===== src/rtl/i2c_scl_generator.sv =====
// i2c_scl_generator
//
// Generates the I2C SCL waveform from the system clock with a runtime
// programmable half-period, plus phase strobes and a byte/ACK bit counter
// for the I2C master datapath. Optional clock stretching (slave holding SCL
// low) is built when the macro I2C_SCL_STRETCH_EN is defined.
//
// Ports:
//   clk        system clock, rising edge
//   rst        asynchronous, active-low reset
//   en         run request (level)
//   div        requested half-period H in clk cycles (clamped to >= 2)
//   scl_in     sensed SCL pad level (async; used only with stretching)
//   scl        SCL level driven (1 = released)
//   scl_oe     pad pull-down enable (= ~scl)
//   scl_fall   first cycle with scl = 0
//   scl_rise   first cycle with scl = 1 after a low phase
//   scl_drive  low-phase midpoint (SDA may change)
//   scl_sample high-phase midpoint (SDA sampled)
//   bit_idx    bit slot 0..8 (8 = ACK)
//   byte_done  bit_idx wrapped 8 -> 0 (coincident with scl_fall)
//   busy       not idle
//   stretching high phase held by a low synchronised scl_in
//   dbg_state  FSM state (0 idle, 1 low, 2 high)
//
// Control semantics: en is a level, not a valid/ready handshake. It is
// sampled at every clock edge in IDLE and at the last counted cycle of each
// high phase; a cycle in progress is always completed, so dropping en never
// truncates SCL and the line is always left released. All strobes are
// registered and exactly one cycle wide.
module i2c_scl_generator #(
  parameter int                DIV_W       = 8,
  parameter logic [DIV_W-1:0]  DIV_DEFAULT = DIV_W'(4)
) (
  input  logic             clk,
  input  logic             rst,
  input  logic             en,
  input  logic [DIV_W-1:0] div,
  input  logic             scl_in,
  output logic             scl,
  output logic             scl_oe,
  output logic             scl_fall,
  output logic             scl_rise,
  output logic             scl_drive,
  output logic             scl_sample,
  output logic [3:0]       bit_idx,
  output logic             byte_done,
  output logic             busy,
  output logic             stretching,
  output logic [1:0]       dbg_state
);

  typedef enum logic [1:0] {
    ST_IDLE = 2'd0,
    ST_LOW  = 2'd1,
    ST_HIGH = 2'd2
  } state_e;

  state_e           state_q, state_d;
  logic [DIV_W-1:0] cnt_q, cnt_d;
  logic [DIV_W-1:0] h_q, h_d;
  logic [3:0]       bit_idx_q, bit_idx_d;
  logic             scl_q, scl_d;
  logic             scl_oe_q, scl_oe_d;
  logic             fall_q, fall_d;
  logic             rise_q, rise_d;
  logic             drive_q, drive_d;
  logic             sample_q, sample_d;
  logic             byte_done_q, byte_done_d;
  logic             busy_q, busy_d;
  logic             stretching_q, stretching_d;

  logic [DIV_W-1:0] div_clamped;
  logic             phase_end;
  // scl_in_s is the synchronised pad level this cycle; scl_in_s_next is
  // what it will be next cycle, used to build the registered outputs.
  logic             scl_in_s;
  logic             scl_in_s_next;

`ifdef I2C_SCL_STRETCH_EN
  logic sync1_q, sync1_d;
  logic sync2_q, sync2_d;

  always_comb begin
    sync1_d = scl_in;
    sync2_d = sync1_q;
  end

  // Synchroniser resets to "released" so an idle bus is not seen as held.
  always_ff @(posedge clk or negedge rst) begin
    if (!rst) begin
      sync1_q <= 1'b1;
      sync2_q <= 1'b1;
    end else begin
      sync1_q <= sync1_d;
      sync2_q <= sync2_d;
    end
  end

  assign scl_in_s      = sync2_q;
  assign scl_in_s_next = sync1_q;
`else
  logic unused_scl_in;
  assign unused_scl_in = scl_in;
  assign scl_in_s      = 1'b1;
  assign scl_in_s_next = 1'b1;
`endif

  assign div_clamped = (div < DIV_W'(2)) ? DIV_W'(2) : div;
  assign phase_end   = (cnt_q == (h_q - DIV_W'(1)));

  always_comb begin
    state_d     = state_q;
    cnt_d       = cnt_q;
    h_d         = h_q;
    bit_idx_d   = bit_idx_q;
    fall_d      = 1'b0;
    rise_d      = 1'b0;
    byte_done_d = 1'b0;

    case (state_q)
      ST_IDLE: begin
        if (en) begin
          state_d   = ST_LOW;
          cnt_d     = '0;
          h_d       = div_clamped;
          bit_idx_d = 4'd0;
          fall_d    = 1'b1;
        end
      end
      ST_LOW: begin
        if (phase_end) begin
          state_d = ST_HIGH;
          cnt_d   = '0;
          h_d     = div_clamped;
          rise_d  = 1'b1;
        end else begin
          cnt_d = cnt_q + DIV_W'(1);
        end
      end
      ST_HIGH: begin
        // Only cycles with the pad seen high count towards the high phase.
        if (scl_in_s) begin
          if (phase_end) begin
            cnt_d = '0;
            if (en) begin
              state_d     = ST_LOW;
              h_d         = div_clamped;
              fall_d      = 1'b1;
              byte_done_d = (bit_idx_q == 4'd8);
              bit_idx_d   = (bit_idx_q == 4'd8) ? 4'd0 : bit_idx_q + 4'd1;
            end else begin
              state_d   = ST_IDLE;
              bit_idx_d = 4'd0;
            end
          end else begin
            cnt_d = cnt_q + DIV_W'(1);
          end
        end
      end
      default: begin
        state_d   = ST_IDLE;
        cnt_d     = '0;
        bit_idx_d = 4'd0;
      end
    endcase

    // Outputs are registered, so they are derived from next-cycle values.
    scl_d        = (state_d != ST_LOW);
    scl_oe_d     = (state_d == ST_LOW);
    busy_d       = (state_d != ST_IDLE);
    drive_d      = (state_d == ST_LOW) && (cnt_d == (h_d >> 1));
    // A held count must not repeat the sample strobe: require a counted cycle.
    sample_d     = (state_d == ST_HIGH) && (cnt_d == (h_d >> 1)) && scl_in_s_next;
    stretching_d = (state_d == ST_HIGH) && !scl_in_s_next;
  end

  always_ff @(posedge clk or negedge rst) begin
    if (!rst) begin
      state_q      <= ST_IDLE;
      cnt_q        <= '0;
      h_q          <= DIV_DEFAULT;
      bit_idx_q    <= 4'd0;
      scl_q        <= 1'b1;
      scl_oe_q     <= 1'b0;
      fall_q       <= 1'b0;
      rise_q       <= 1'b0;
      drive_q      <= 1'b0;
      sample_q     <= 1'b0;
      byte_done_q  <= 1'b0;
      busy_q       <= 1'b0;
      stretching_q <= 1'b0;
    end else begin
      state_q      <= state_d;
      cnt_q        <= cnt_d;
      h_q          <= h_d;
      bit_idx_q    <= bit_idx_d;
      scl_q        <= scl_d;
      scl_oe_q     <= scl_oe_d;
      fall_q       <= fall_d;
      rise_q       <= rise_d;
      drive_q      <= drive_d;
      sample_q     <= sample_d;
      byte_done_q  <= byte_done_d;
      busy_q       <= busy_d;
      stretching_q <= stretching_d;
    end
  end

  assign scl        = scl_q;
  assign scl_oe     = scl_oe_q;
  assign scl_fall   = fall_q;
  assign scl_rise   = rise_q;
  assign scl_drive  = drive_q;
  assign scl_sample = sample_q;
  assign bit_idx    = bit_idx_q;
  assign byte_done  = byte_done_q;
  assign busy       = busy_q;
  assign stretching = stretching_q;
  assign dbg_state  = state_q;

endmodule


===== config.mk =====
export PLATFORM = sky130hd
export DESIGN_NAME = i2c_scl_generator
export DESIGN_NICKNAME = d
export VERILOG_FILES = /design/src/rtl/i2c_scl_generator.sv
export SDC_FILE = /design/constraint.sdc
export NUM_CORES = 1
export LEC_CHECK = 0
export ABC_AREA = 1
export BUFFER_PORTS_ARGS = -buffer_cell sky130_fd_sc_hd__buf_2
export CAP_MARGIN = 20
export CELL_PAD_IN_SITES_DETAIL_PLACEMENT = 0
export CELL_PAD_IN_SITES_GLOBAL_PLACEMENT = 1
export CORE_MARGIN = 4
export CORE_UTILIZATION = 42
export DETAILED_ROUTE_END_ITERATION = 8
export PLACE_DENSITY_LB_ADDON = 0.1
export RECOVER_POWER = 50
export SYNTH_ARGS = -nofsm -noshare
export SYNTH_HDL_FRONTEND = slang
export SYNTH_SLANG_ARGS = --single-unit

===== constraint.sdc =====
create_clock -name clk -period 2.7 [get_ports clk]
set_input_delay 0.54 -clock clk [delete_from_list [all_inputs] [get_ports clk]]
set_output_delay 0.54 -clock clk [all_outputs]
set_load 0.05 [all_outputs]

* Word level (Yosys, flattened, before mapping)
Index checks and enable logic that the tools add are counted.
** Word-level totals
- Bits of input ports :: 12
- Output and inout bits :: 15
- Register bits :: 30
- Logic and storage cells :: 63
** Operators by class
- Bitwise gates (word level) :: 1
- Equal/unequal tests :: 11
- Muxes and demuxes :: 26
- Magnitude comparators :: 1
- Reduce and logical (&&, ||, !) cells :: 8
- Add/subtract/negate cells :: 3
** Operators with widths (number)
- $mux W8 :: 6
- $pmux W8 S3 :: 1
- $mux W4 :: 4
- $pmux W8 S2 :: 1
- $pmux W4 S3 :: 1
- $add A8 B1 Y8 const B :: 1
- $eq A8 B7 Y1 :: 1
- $eq A8 B8 Y1 :: 1
- $lt A8 B2 Y1 const B :: 1
- $mux W1 :: 8
- $sub A8 B1 Y8 const B :: 1
- $mux W2 :: 3
- $ne A2 B2 Y1 const B :: 3
- $pmux W2 S3 :: 1
- $reduce_and A3 Y1 :: 2
- $add A4 B1 Y4 const B :: 1
- $eq A2 B1 Y1 const B :: 2
- $eq A2 B2 Y1 const B :: 2
- $eq A4 B4 Y1 const B :: 1
- $reduce_bool A3 Y1 :: 1
- $logic_and A1 B1 Y1 :: 2
- $logic_not A2 Y1 :: 1
- $ne A2 B1 Y1 const B :: 1
- $pmux W1 S2 :: 1
- other kinds (3) :: 3

* Longest topological paths before layout
- Word-level depth :: 7
- Mapped depth :: 21
- Depth with buffers taken out :: 21

* Worst setup path before layout
Ideal clock, no wire load.
- Path type :: reg2reg
- Start :: register state_q[1] (netlist: dbg_state[1])
- End :: register drive_q (netlist: scl_drive)
- Stages on the path, launching flop included :: 14
- Arrival time :: 2.240 ns
- Slack :: 0.391 ns
- Path buffers :: 1
- Period minus slack after synthesis :: 2.309 ns
- Cells stage by stage :: dfrtp_1 > inv_1 > ha_1 > clkbuf_1 > inv_1 > nor2_1 > nand2_1 > a21oi_1 > inv_1 > nand3_1 > nand2_1 > nor2_1 > nand3_2 > nor2_2
** Between the ends
- Word-level cells in the longest chain between the ends :: 5
- Elaborated cells on any way between the ends :: 13
- Classes of those cells :: 4 x eq/ne; 6 x mux; 3 x reduce/logical
** RTL lines
- start, declared :: line 59 : state_e state_q, state_d;
- start signal, assigned :: line 194 : state_q <= state_d;
- $eq A2 B2 Y1 / $eq A2 B1 Y1 (equally long branches) :: line 121 : case (state_q)
- $reduce_or A2 Y1 (no source line)
- $pmux W8 S2 * :: line 121
- via cnt_d[4] :: line 60 : logic [DIV_W-1:0] cnt_q, cnt_d;
- $eq A8 B7 Y1 * :: line 172 : drive_d = (state_d == ST_LOW) && (cnt_d == (h_d >> 1));
- $logic_and A1 B1 Y1 * :: line 172
- via drive_d :: line 67 : logic drive_q, drive_d;
- end signal, assigned :: line 202 : drive_q <= drive_d;
- end, declared :: line 67
Mark *: on every way through the listed nets, which the timed path passes. The rest lies on a longest branch.
A chain may end at the register's enable or synchronous reset.

* Final worst setup path
- Start :: register h_q[0]
- End :: register drive_q (netlist: scl_drive)
** Between the ends
- Word-level cells in the longest chain between the ends :: 6
- Elaborated cells on any way between the ends :: 13
- Classes of those cells :: 1 x add/sub; 3 x eq/ne; 8 x mux; 1 x reduce/logical
** RTL lines
- start, declared :: line 61 : logic [DIV_W-1:0] h_q, h_d;
- start signal, assigned :: line 182 : h_q <= DIV_DEFAULT;
- start signal, assigned :: line 196 : h_q <= h_d;
- $sub A8 B1 Y8 * :: line 110 : assign phase_end = (cnt_q == (h_q - DIV_W'(1)));
- $eq A8 B8 Y1 * :: line 110
- $mux W8 (tied with other cells) :: line 144 : if (phase_end) begin
- $pmux W8 S3 (tied with other cells) :: line 121
- $eq A8 B7 Y1 / $eq A2 B1 Y1 (equally long branches) :: line 172
- $logic_and A1 B1 Y1 * :: line 172
- via drive_d :: line 67
Mark *: on every way through the listed nets, which the timed path passes. The rest lies on a longest branch. The select of a mux whose other input is x is not followed.

==> flow_summary.yaml <==
status:
  status: "finished with violations"
  violations: "max-capacitance violations, max-slew violations"
sta:
  slew_violations: 31
  relSlewSlack: -0.0926
  finalHoldViolations: 0
  post-route-period-util: 0.920
  final.setup_skew_ns: 0.00673
  fmax_mhz: 403
  setup_violations: 0
  tightest_slew_ns: 1.64
  fin_setup_tns_ns: 0
  post-route-min-period_ns: 2.48
routing:
  drtIter0Drc: 145
  ant_nets: 0
  drc_errors: 0
  finalWirelength_um: 6480
  avgRoutedWirePerCell_um: 13.9
  vias: 2322
  vias_per_cell: 4.99
  drtPass1Iterations: 4
power:
  power.density_nw_per_um2: 1160
  finalPower_mw: 3.23
  leakagePower_nw: 1.49
  vdd_drop_max_uv: 603
placement:
  hpwl_um: 4860
  dpl_cell_area_um2: 2610
  gp_congestion: 0.823
  port_buffers: 24
global_route:
  grtUsageTotal: 0.195
  grt_pass1_wl_um: 10800
  antenna_found_initial: 0
  grt_max_degree: 31
  grt-ovfl-total: 0
  grt_pass1_vias: 2296
worst_setup_path:
  cp_slowest_cell: "dfrtp_1"
  critical-path-top-delay-family: "simple AND/OR/NAND/NOR gates"
  critical_path.startpoint_type: "flip-flop"
  required_ns: 2.92
  worstSetupPathType: "flip-flop to flip-flop"
  cp_cell_sequence: "inv_1 -> ha_2 -> inv_1 -> nand2_1 -> nand2_1 -> nand2_1 -> nor2_2 -> nand3_2 -> inv_1 -> nand3_4 -> nor2_4 -> nand2_2 -> nand3_1 -> nor2_1 -> nor2_1 -> nand2_1 -> nor2_2 -> nand3_2 -> nor2_2"
  cpMostUsedCell: "nand2_1"
  end_kind: "flip-flop"
  cp_max_fo: 5
  max_stage_delay_ns: 0.37
  cp.arrival_ns: 2.70
  cp_num_buf_inv: 3
  rrSetupSlack_ns: 0.22
final_layout:
  nFillCells: 593
  fin_area_um2: 2780
  layout_commonest_cell: "nand2_1"
  final_core_util: 0.504
  final_cell_mix: "88 x nand2_1, 60 x inv_1, 38 x nand3_1"
  n_antenna_cell: 0
  seqCellArea_um2: 753
  fin_nets: 412
  syn2layout_area_growth_pct: 17.2
  multi_input_area_um2: 1390
  drive_above_1_share: 0.201
logic_synthesis:
  synth_cells: 357
  synth_warnings: 0
  yosysSeqAreaShare: 0.318
  yosysUniqueCellTypes: 35
  ys_seq_elements: 30
  synthesis.nets: 377
  syn_area_um2: 2370
  synth_area_per_cell_um2: 6.64
floorplanning:
  die_y_um: 83.1
  num_rows: 27
  start_util: 0.431
  die_area_um2: 6910
  io_pins: 27
  die_x_um: 83.1
  core_region_area_um2: 5510
clocking:
  clock_latency_ns: 0.29
  root_buffer: "clkbuf_8"
  cts.path.max_buffers: 2
  cts_hold_buf: 0
  clkSlewWorstSetupHoldPaths_ns: 0.06
  numCtsBuffers: 5
  cts_tree: "yes"
  numClockSinks: 30
  h-tree-depth: 2
hold_path:
  hp-class: "flip-flop to flip-flop"
job:
  max_cap_violations: 1
==> worst paths after layout <==
path / start / end / cells past startpoint
worst max-delay path: h_q[0] / scl_drive / 19
worst min-delay path: bit_idx[2] / bit_idx[2] / 3
worst max register to register: h_q[0] / scl_drive / 19
worst min register to register: bit_idx[2] / bit_idx[2] / 3
max in group asynchronous: rst / scl_fall / 1
min in group asynchronous: rst / cnt_q[3] / 1
==> through the flow <==
step | hold slack, ns | instances | worst slack, ns
after global placement | 0.583 | 454 | 0.140
after detailed placement | 0.606 | 454 | 0.0903
final | 0.599 | 465 | 0.217
after CTS | 0.311 | 462 | 0.0782
after floorplan | 0.244 | 357 | 0.391
after global routing | 0.666 | 465 | -0.0182
==> state kept, by name (all words and copies together) (netlist names), 2 cells and up <==
| register | cells |
|---|---|
| cnt_q | 8 |
| h_q | 8 |
| bit_idx | 4 |
| dbg_state | 2 |
==> area by class of cell <==
class | count | share of cell area
Clock buffer | 5 | 0.0248
Tap cell | 72 | 0.0324
Clock inverter | 3 | 0.0144
Sequential cell | 30 | 0.271
Timing Repair Buffer | 34 | 0.0680
Multi-Input combinational cell | 255 | 0.500
Inverter | 66 | 0.0892
==> cell families (layout without fill, tap and decap cells) <==
kind of cell | count (synthesis) | after routing | synth area share
simple gates | 196 | 198 | 0.403
buf+inv | 74 | 108 | 0.122
compound gates | 45 | 45 | 0.102
flops | 30 | 30 | 0.318
fa+ha+maj | 8 | 8 | 0.0422
xor+xnor | 3 | 3 | 0.0111
other cells | 1 | 1 | 0.00158
==> synth_stat cells <==
library cell	count	share of area
o21ai_1	2	0.0042
nor2_4	3	0.014
a21oi_1	17	0.036
a21boi_2	1	0.0047
inv_2	5	0.0079
nor2_8	2	0.017
dfrtp_1	28	0.30
xor2_1	1	0.0037
nand4_1	2	0.0053
nor2_1	28	0.044
nand2_2	8	0.021
nor3b_1	1	0.0032
and2_4	1	0.0037
xnor2_1	2	0.0074
ha_1	8	0.042
nor3_1	4	0.0084
nand3_4	1	0.0074
clkbuf_1	5	0.0079
o21ai_0	18	0.038
nand2_4	1	0.0047
nor4_1	1	0.0026
nor2_2	5	0.013
buf_6	1	0.0047
buf_4	1	0.0032
nand3_1	39	0.082
clkinv_1	1	0.0016
nand3_2	5	0.021
o31ai_1	1	0.0032
conb_1	1	0.0016
and2_1	4	0.011
o22ai_1	6	0.016
buf_2	1	0.0021
inv_1	60	0.095
dfstp_2	2	0.022
nand2_1	91	0.14
==> worst reg2reg max path, cell delays in order, from the launching register on <==
cell,delay [ns]
dfrtp_1,0.37
inv_1,0.08
ha_2,0.28
inv_1,0.05
nand2_1,0.04
nand2_1,0.06
nand2_1,0.10
nor2_2,0.12
nand3_2,0.11
inv_1,0.11
nand3_4,0.12
nor2_4,0.24
nand2_2,0.06
nand3_1,0.14
nor2_1,0.05
nor2_1,0.09
nand2_1,0.07
nor2_2,0.11
nand3_2,0.12
nor2_2,0.09
==> timing repair <==
item	in CTS	in global routing
setup endpoints to repair	0	7
resized for setup	0	12
buffers inserted	0	1
==> layer usage <==
layer	track usage	share of wire
met1	0.243	0.45
met2	0.345	0.49
met3	0.0317	0.042
met4	0.0550	0.018
met5	0	0
==> power breakdown <==
group          total [mW]  internal (mW)  switching, mW
logic                2.06          0.658           1.40
clock network       0.451          0.271          0.180
registers           0.721          0.591          0.130
No activity file was read; power rests on OpenSTA's default activity.
